$ cat config.mk
export PLATFORM = sky130hd
export DESIGN_NAME = shift_add_multiplier_flat
export DESIGN_NICKNAME = d
export VERILOG_FILES = /design/src/rtl/shift_add_multiplier_pkg.sv /design/src/rtl/shift_add_multiplier_if.sv /design/src/rtl/ripple_carry_adder.sv /design/src/rtl/shift_add_multiplier.sv /design/src/flat_wrapper.sv
export SDC_FILE = /design/constraint.sdc
export NUM_CORES = 1
export LEC_CHECK = 0
export ABC_AREA = 1
export CORE_UTILIZATION = 55
export DETAILED_ROUTE_END_ITERATION = 12
export PLACE_DENSITY = 0.82
export SYNTH_ARGS = -nofsm -noshare
export SYNTH_HDL_FRONTEND = slang
export SYNTH_SLANG_ARGS = --single-unit
$ cat constraint.sdc
create_clock -name clk -period 6.9 [get_ports clk]
set_clock_uncertainty 0.15 [all_clocks]
set_input_delay 1.38 -clock clk [delete_from_list [all_inputs] [get_ports clk]]
set_output_delay 1.38 -clock clk [all_outputs]
set_load 0.05 [all_outputs]
$ cat src/rtl/shift_add_multiplier_pkg.sv
// shift_add_multiplier_pkg: shared state encoding and constants for the multiplier
package shift_add_multiplier_pkg;
  localparam int DATA_W = 8;
  localparam int ITER_COUNT = 8;
  typedef enum logic [1:0] {
    IDLE = 2'd0,
    RUN  = 2'd1,
    DONE = 2'd2
  } state_t;
endpackage

$ cat src/rtl/shift_add_multiplier_if.sv
// shift_add_multiplier_if: start/busy/done handshake plus operand and product bus
interface shift_add_multiplier_if;
  import shift_add_multiplier_pkg::*;
  logic start;
  logic [DATA_W-1:0] A;
  logic [DATA_W-1:0] B;
  logic busy;
  logic done;
  logic [2*DATA_W-1:0] Product;
  modport master(output start, A, B, input busy, done, Product);
  modport slave(input start, A, B, output busy, done, Product);
endinterface

$ cat src/rtl/ripple_carry_adder.sv
// ripple_carry_adder: 8-bit ripple-carry adder built from a chain of full adders
module ripple_carry_adder (
  input  logic [7:0] a,
  input  logic [7:0] b,
  input  logic       cin,
  output logic [7:0] sum,
  output logic       cout
);
  logic [8:0] c;
  assign c[0] = cin;
  assign cout = c[8];
  for (genvar i = 0; i < 8; i++) begin : g_fa
    assign sum[i] = a[i] ^ b[i] ^ c[i];
    assign c[i+1] = (a[i] & b[i]) | (c[i] & (a[i] ^ b[i]));
  end
endmodule

$ cat src/rtl/shift_add_multiplier.sv
// shift_add_multiplier: sequential 8x8 unsigned shift-and-add multiplier with start/busy/done handshake
module shift_add_multiplier
  import shift_add_multiplier_pkg::*;
#(
  parameter int WIDTH = 8
) (
  input logic clk,
  input logic rst,
  shift_add_multiplier_if.slave bus
);
  if (WIDTH != 8) begin : g_bad_width
    $error("shift_add_multiplier: WIDTH must be 8 to match the fixed 8-bit adder");
  end
  state_t state_q, state_d;
  logic [7:0] m, acc, q;
  logic [3:0] count;
  logic [15:0] product;
  logic [7:0] sum;
  logic cout, is_idle, is_run, last;
  // the unused encoding 2'd3 behaves exactly like IDLE
  assign is_idle = !(state_q inside {RUN, DONE});
  assign is_run = state_q == RUN;
  assign last = count == 4'(ITER_COUNT - 1);
  assign bus.busy = is_run;
  assign bus.done = state_q == DONE;
  assign bus.Product = product;
  ripple_carry_adder u_adder (
    .a(acc),
    .b(q[0] ? m : 8'h00),
    .cin(1'b0),
    .sum(sum),
    .cout(cout)
  );
  // state register
  always_ff @(posedge clk or posedge rst)
    if (rst) state_q <= IDLE;
    else state_q <= state_d;
  // next-state: accept in IDLE, iterate in RUN, single-cycle DONE
  always_comb begin
    state_d = IDLE;
    state_d = is_idle ? (bus.start ? RUN : IDLE) : is_run ? (last ? DONE : RUN) : IDLE;
  end
  // datapath: latch operands on accept, shift {Cout,Sum,Q} right once per RUN cycle
  always_ff @(posedge clk or posedge rst)
    if (rst) begin
      m <= '0;
      acc <= '0;
      q <= '0;
      count <= '0;
      product <= '0;
    end else if (is_idle && bus.start) begin
      m <= bus.A;
      q <= bus.B;
      acc <= '0;
      count <= '0;
    end else if (is_run) begin
      {acc, q} <= {cout, sum, q[7:1]};
      count <= count + 4'd1;
      if (last) product <= {cout, sum, q[7:1]};
    end
endmodule

$ cat src/flat_wrapper.sv
// flat-port wrapper written by rule: the top's interface ports become plain ports
module shift_add_multiplier_flat import shift_add_multiplier_pkg::*;
#(
  parameter int WIDTH = 8
)
  (clk, rst, bus_start, bus_A, bus_B, bus_busy, bus_done, bus_Product);
  shift_add_multiplier_if bus_i ();
  input logic clk;
  input logic rst;
  input wire logic [$bits(bus_i.start)-1:0] bus_start;
  input wire logic [$bits(bus_i.A)-1:0] bus_A;
  input wire logic [$bits(bus_i.B)-1:0] bus_B;
  output wire logic [$bits(bus_i.busy)-1:0] bus_busy;
  output wire logic [$bits(bus_i.done)-1:0] bus_done;
  output wire logic [$bits(bus_i.Product)-1:0] bus_Product;
  assign bus_i.start = bus_start;
  assign bus_i.A = bus_A;
  assign bus_i.B = bus_B;
  assign bus_busy = bus_i.busy;
  assign bus_done = bus_i.done;
  assign bus_Product = bus_i.Product;
  shift_add_multiplier #(.WIDTH(WIDTH)) u_core (.clk(clk), .rst(rst), .bus(bus_i));
endmodule
==> impl_metrics.ini <==
[status]
status = finished clean

[timing]
fin_crit_ns = 4.11
hold_viol = 0
rsz0062_at_grt = no
min_period_over_period_pct = 59.6
maxSlewViolCount = 0
setup_viol = 0
relSlewSlack_pct = 43.4
finalSetupTns_ns = 0
timing.fmax_mhz = 243
worst_slew_pin_slew_ns = 0.847

[logic_synthesis]
synth.most_common_cell = nand2_1
synth_cell_types = 20
synth_edf_count = 0
ys_top_cells_by_count = 91 x nand2_1, 46 x dfrtp_1, 37 x nand3_1
syn_inst = 249
synth-async-reset-ratio_pct = 100
synth_top_area_share_pct = 52.2
synth_area_leaders = dfrtp_1 52%, nand2_1 15%, nand3_1 8.4%
synth_ff_type = dfrtp_1
synth_seq_cells = 46
yosysTopAreaCell = dfrtp_1
syn-num-nets = 279
ys_seq_area_share_pct = 52.2
syn_area_um2 = 2210
ys_warn_count = 0
syn_avg_cell_area_um2 = 8.86

[final_layout]
multi_input_area_um2 = 873
area_delta_synth_final_pct = 20.4
drive_gt1_share_pct = 5.65
final_cells = 331
seqCellArea_um2 = 1150
nets = 312
fill_cells = 302
antenna_cells = 0

[route]
drc = 0
drtIter0Drc = 94
final_antenna_net_count = 0
drt_pre_antenna_iters = 4
routedWlPerCell_um = 11.8
avgViaCountPerCell = 5.04
num_vias = 1667
routed_wl_um = 3900

[die]
fp.dieW_um = 65.3
dieArea_um2 = 4270
fp.dieH_um = 65.3
rows = 22
start_util_pct = 59.0
fp.coreArea_um2 = 3740
io_pins = 37

[cts]
cts_max_path_buffers = 2
cts_tree = yes
cts_hold_buf = 0
htree_levels = 2
postCtsSetupRepairBufs = 0
cts.clk_slew.worst_paths_ns = 0.08
cts_root_buffer = clkbuf_8
cts_resized = 0
insertion_delay_ns = 0.29
clock_sinks = 46
numCtsBuffers = 5

[grt]
grt_use_total_pct = 21.0
antenna_found_initial = 0
first_global_vias = 1467
grt_pass1_wl_um = 6780
grt-ovfl-total = 0
grt_max_degree = 49

[placed_design]
dp_hpwl_um = 2710
gp_congestion = 0.768
io_buffers = 36
dp_cells = 323

[worst_setup_path]
critical_path.startpoint_type = register
worstSetupPathType = register to register
critPathMaxFanout = 9
reg2reg_depth = 14
worstPathRequired_ns = 6.91
arrival_ns = 4.13
endpoint_kind = register

[pwr]
p_leak_uw = 0.00132
p_per_area_nw_per_um2 = 406
irDropWorstVdd_v = 0.000214

[min_path]
min_path_cells = 2
hp-class = register to register

[job]
maxCapViolations = 0
[cells in the final DEF (no fill, tap or decap), types with 3 or more instances in the layout]
master           netlist  routed
dfrtp_1               46      46
o21ai_0                9       9
clkdlybuf4s50_1        0      36
inv_1                 24      23
clkbuf_8               0       8
nand2_2                3       3
nand2_1               91      91
fa_1                   7       7
nor2_1                 9       9
ha_1                   4       4
nand3_1               37      37
[cell families (layout without fill, tap and decap cells)]
group           count (synthesis)  in the layout  synth area share [%]
simple gates                  144            144                  28.2
flops                          46             46                  52.2
fa+ha+maj                      11             11                  8.62
compound gates                 12             12                  2.78
buf+inv                        36             70                  8.28
[layout make-up]
cell class              count  share of cell area [%]
repair buffers             37                    13.8
multi-input cells         167                    32.9
clock buffers               8                    4.15
inverters                  25                    3.53
flip-flops and latches     46                    43.3
well taps                  48                    2.26
[per-stage QoR]
stage	worst slack [ns]	total power [uW]	area (um2)	hold WS, ns	utilization [%]
floorplan	2.89	781	2210	0.299	-
global placement	2.89	887	2550	0.304	68.0
detailed placement	2.83	899	2550	0.308	68.0
CTS	2.81	1080	2660	0.328	71.0
global route	2.63	1160	2660	0.351	71.0
finish	2.79	1080	2660	0.323	71.0
[power by group]
part / leakage [uW] / total, uW / switching [uW] / internal, uW
sequential: 0.000602 / 427 / 61.6 / 365
clock: 0.0000575 / 186 / 84.6 / 101
combinational: 0.000663 / 465 / 314 / 150
total: 0.00132 / 1080 / 460 / 617
[worst paths after layout]
| path | from | end | slack (ns) |
|---|---|---|---|
| max | u_core.q[0] | u_core.acc[6] | 2.79 |
| min | u_core.bus.Product[9] | u_core.bus.Product[9] | 0.32 |
| max reg2reg | u_core.q[0] | u_core.acc[6] | 2.79 |
| min reg2reg | u_core.bus.Product[9] | u_core.bus.Product[9] | 0.32 |
| max in group asynchronous | rst | u_core.bus.Product[5] | 4.84 |
| min in group asynchronous | rst | u_core.bus.Product[3] | 1.38 |
[flip-flops by register name, indices dropped and copies added, names as in the netlist]
name / count
u_core.bus.Product: 16
u_core.acc: 8
u_core.q: 8
u_core.count: 4
u_core.state_q: 2
u_core.m: 8
[metal layers]
layer  routed length [um]  GRT usage, %
met5                    0             0
met4                   64          7.34
met3                  162          4.17
met2                 1810          32.3
met1                 1860          29.8
[worst max-delay path, cell delays in order (launching register included)]
cell	delay (ns)
dfrtp_1	0.48
nand2_1	0.07
inv_1	0.06
ha_1	0.12
inv_1	0.04
fa_1	0.37
fa_1	0.39
fa_1	0.39
fa_1	0.39
fa_1	0.41
fa_1	0.40
fa_1	0.49
inv_1	0.05
nand3_1	0.07
o21ai_0	0.11
No activity file was read; power rests on OpenSTA's default activity.
==> variant, RTL diff (same settings) <==
Change the package constant `ITER_COUNT` from 8 to 6.
--- a/src/rtl/shift_add_multiplier_pkg.sv
+++ b/src/rtl/shift_add_multiplier_pkg.sv
@@ -3,3 +3,3 @@
   localparam int DATA_W = 8;
-  localparam int ITER_COUNT = 8;
+  localparam int ITER_COUNT = 6;
   typedef enum logic [1:0] {
Behaviour: not the same (Yosys sat finds a counterexample within 10 cycles, from zero or initial values and one cycle with rst high).
==> variant against the unedited design <==
  * Sequential cell count unchanged
  * Worst setup slack improved by 47 ps
  * First-iteration DRC count decreased by 6.4%
  * Routed wire length about the same
  * Final area decreased by 1.6%
  * Via count decreased by 3.1%
  * Power increased by 3.0%
  * Die area decreased by 2.5%
  * Synthesized area decreased by 2.6%
==> variant: results (changes against the unedited design) <==
synthesized net count=268 (-3.9%); final worst setup slack=2830 ps (+47.0 ps); global-route wire length before repair=6820 um (+0.62%); Worst-Skew Late Latency=approximately 300 ps; total number of vias=1616 (-3.1%); H-tree levels=2 (unchanged); Critical Path AT=4110 ps (-20 ps); worst hold margin=325 ps (+2.55 ps); filler cell count=282 (-6.6%); Commonest cells post-synth=110 x nand2_1, 46 x dfrtp_1, 23 x inv_1; final std cells w/o fill=323 (-2.4%); wl on met1=1720 um (-7.9%); hpwl dp=2850 um (+5.2%); WL met3=232 um (+43%); actual slew at the worst max-slew pin=552 ps (-295 ps); Mean Syn Cell Area=9.08 um^2 (+2.4%); dpl cell area=2520 um^2 (-0.98%); reg-to-reg endpoint=u_core.bus.Product[14]; highest metal used=met4; global placement routability congestion=0.793 (+3.2%); post_cts resized=0 (unchanged); post-synthesis sequential area ratio=53.5% (+1.4 points); top post-synthesis cells by area=dfrtp_1 54%, nand2_1 19%, fa_1 6.5%; vias in the first global route=1487 (+1.4%); initial antenna violation count=0 (unchanged); All-Layer GR Usage=22.2% (+1.1 points); wire per inst=12.1 um (+2.4%); largest net degree at the start of global routing=47 (-4.1%); layout cells sized above 1=6.91% (+1.3 points); Total Nets Final=305 (-2.2%); Unique masters post-synth=21 (+5.0%); Hold Crit Depth=2 (unchanged); hold_sp=u_core.bus.Product[3]; Worst R2R Path Depth=14 (unchanged); grt met3 use=6.69% (+2.5 points); n_diodes=0 (unchanged); Iter 0 DRT Violations=88 (-6.4%); peak supply drop=0.203 mV (-5.1%); FFs w/ async S/R, synth=100% (unchanged); met2 WL post-DR=1860 um (+2.5%); met1 Use GR=28.4% (-1.4 points); critical path's top delay family=adder cells; reg2reg start=u_core.q[0]; status=finished clean; Max stage delay on crit path=520 ps (+30 ps); GR met2 Demand/Resource=35.0% (+2.7 points); WHS Endpoint=u_core.bus.Product[3]; leak pwr=0.00133 uW (+0.89%)
==> variant: cell types whose count changed after synthesis, sizes merged <==
cell    unedited run  this run
nand3             37        10
nand2             94       116
o22ai              0         8
o21ai              9         3
buf               10         5
nor2              11         6
a31oi              1         0
clkbuf             1         2
ha                 4         5
inv               25        26
nand3b             1         0
==> variant: worst max-delay path by stage <==
stage / start / end / slack [ps] / cells past startpoint
4_1_cts: u_core.q[0] / u_core.bus.Product[14] / 2850 / 14
2_1_floorplan: u_core.q[0] / u_core.bus.Product[14] / 2920 / 15
6_report: u_core.q[0] / u_core.bus.Product[14] / 2830 / 14
3_5_place_dp: u_core.q[0] / u_core.bus.Product[14] / 2850 / 14
5_1_grt: u_core.q[0] / u_core.bus.Product[14] / 2680 / 14
3_3_place_gp: u_core.q[0] / u_core.bus.Product[14] / 2970 / 14
==> variant: cell families (layout without fill, tap and decap cells) <==
| kind of cell | Yosys count | in the layout | share of synthesized area [%] |
|---|---|---|---|
| flops | 46 | 46 | 53.5 |
| simple gates | 133 | 133 | 26.4 |
| fa+ha+maj | 12 | 12 | 9.42 |
| buf+inv | 33 | 71 | 7.21 |
| compound gates | 13 | 13 | 3.49 |
==> variant: area by class of cell <==
cell class | count | area, um^2 | share of cell area, %
Inverter | 26 | 97.6 | 3.74
Timing Repair Buffer | 37 | 368 | 14.1
Clock buffer | 7 | 86.3 | 3.30
Tap cell | 48 | 60.1 | 2.30
Clock inverter | 1 | 5.00 | 0.192
Sequential cell | 46 | 1150 | 44.1
Multi-Input combinational cell | 158 | 845 | 32.3
==> variant: where the power goes <==
part	switching (uW)	internal [uW]	leakage [uW]
Sequential	68.1	373	0.000606
Combinational	333	170	0.000680
Clock	85.3	80.8	0.0000482
Total	486	624	0.00133
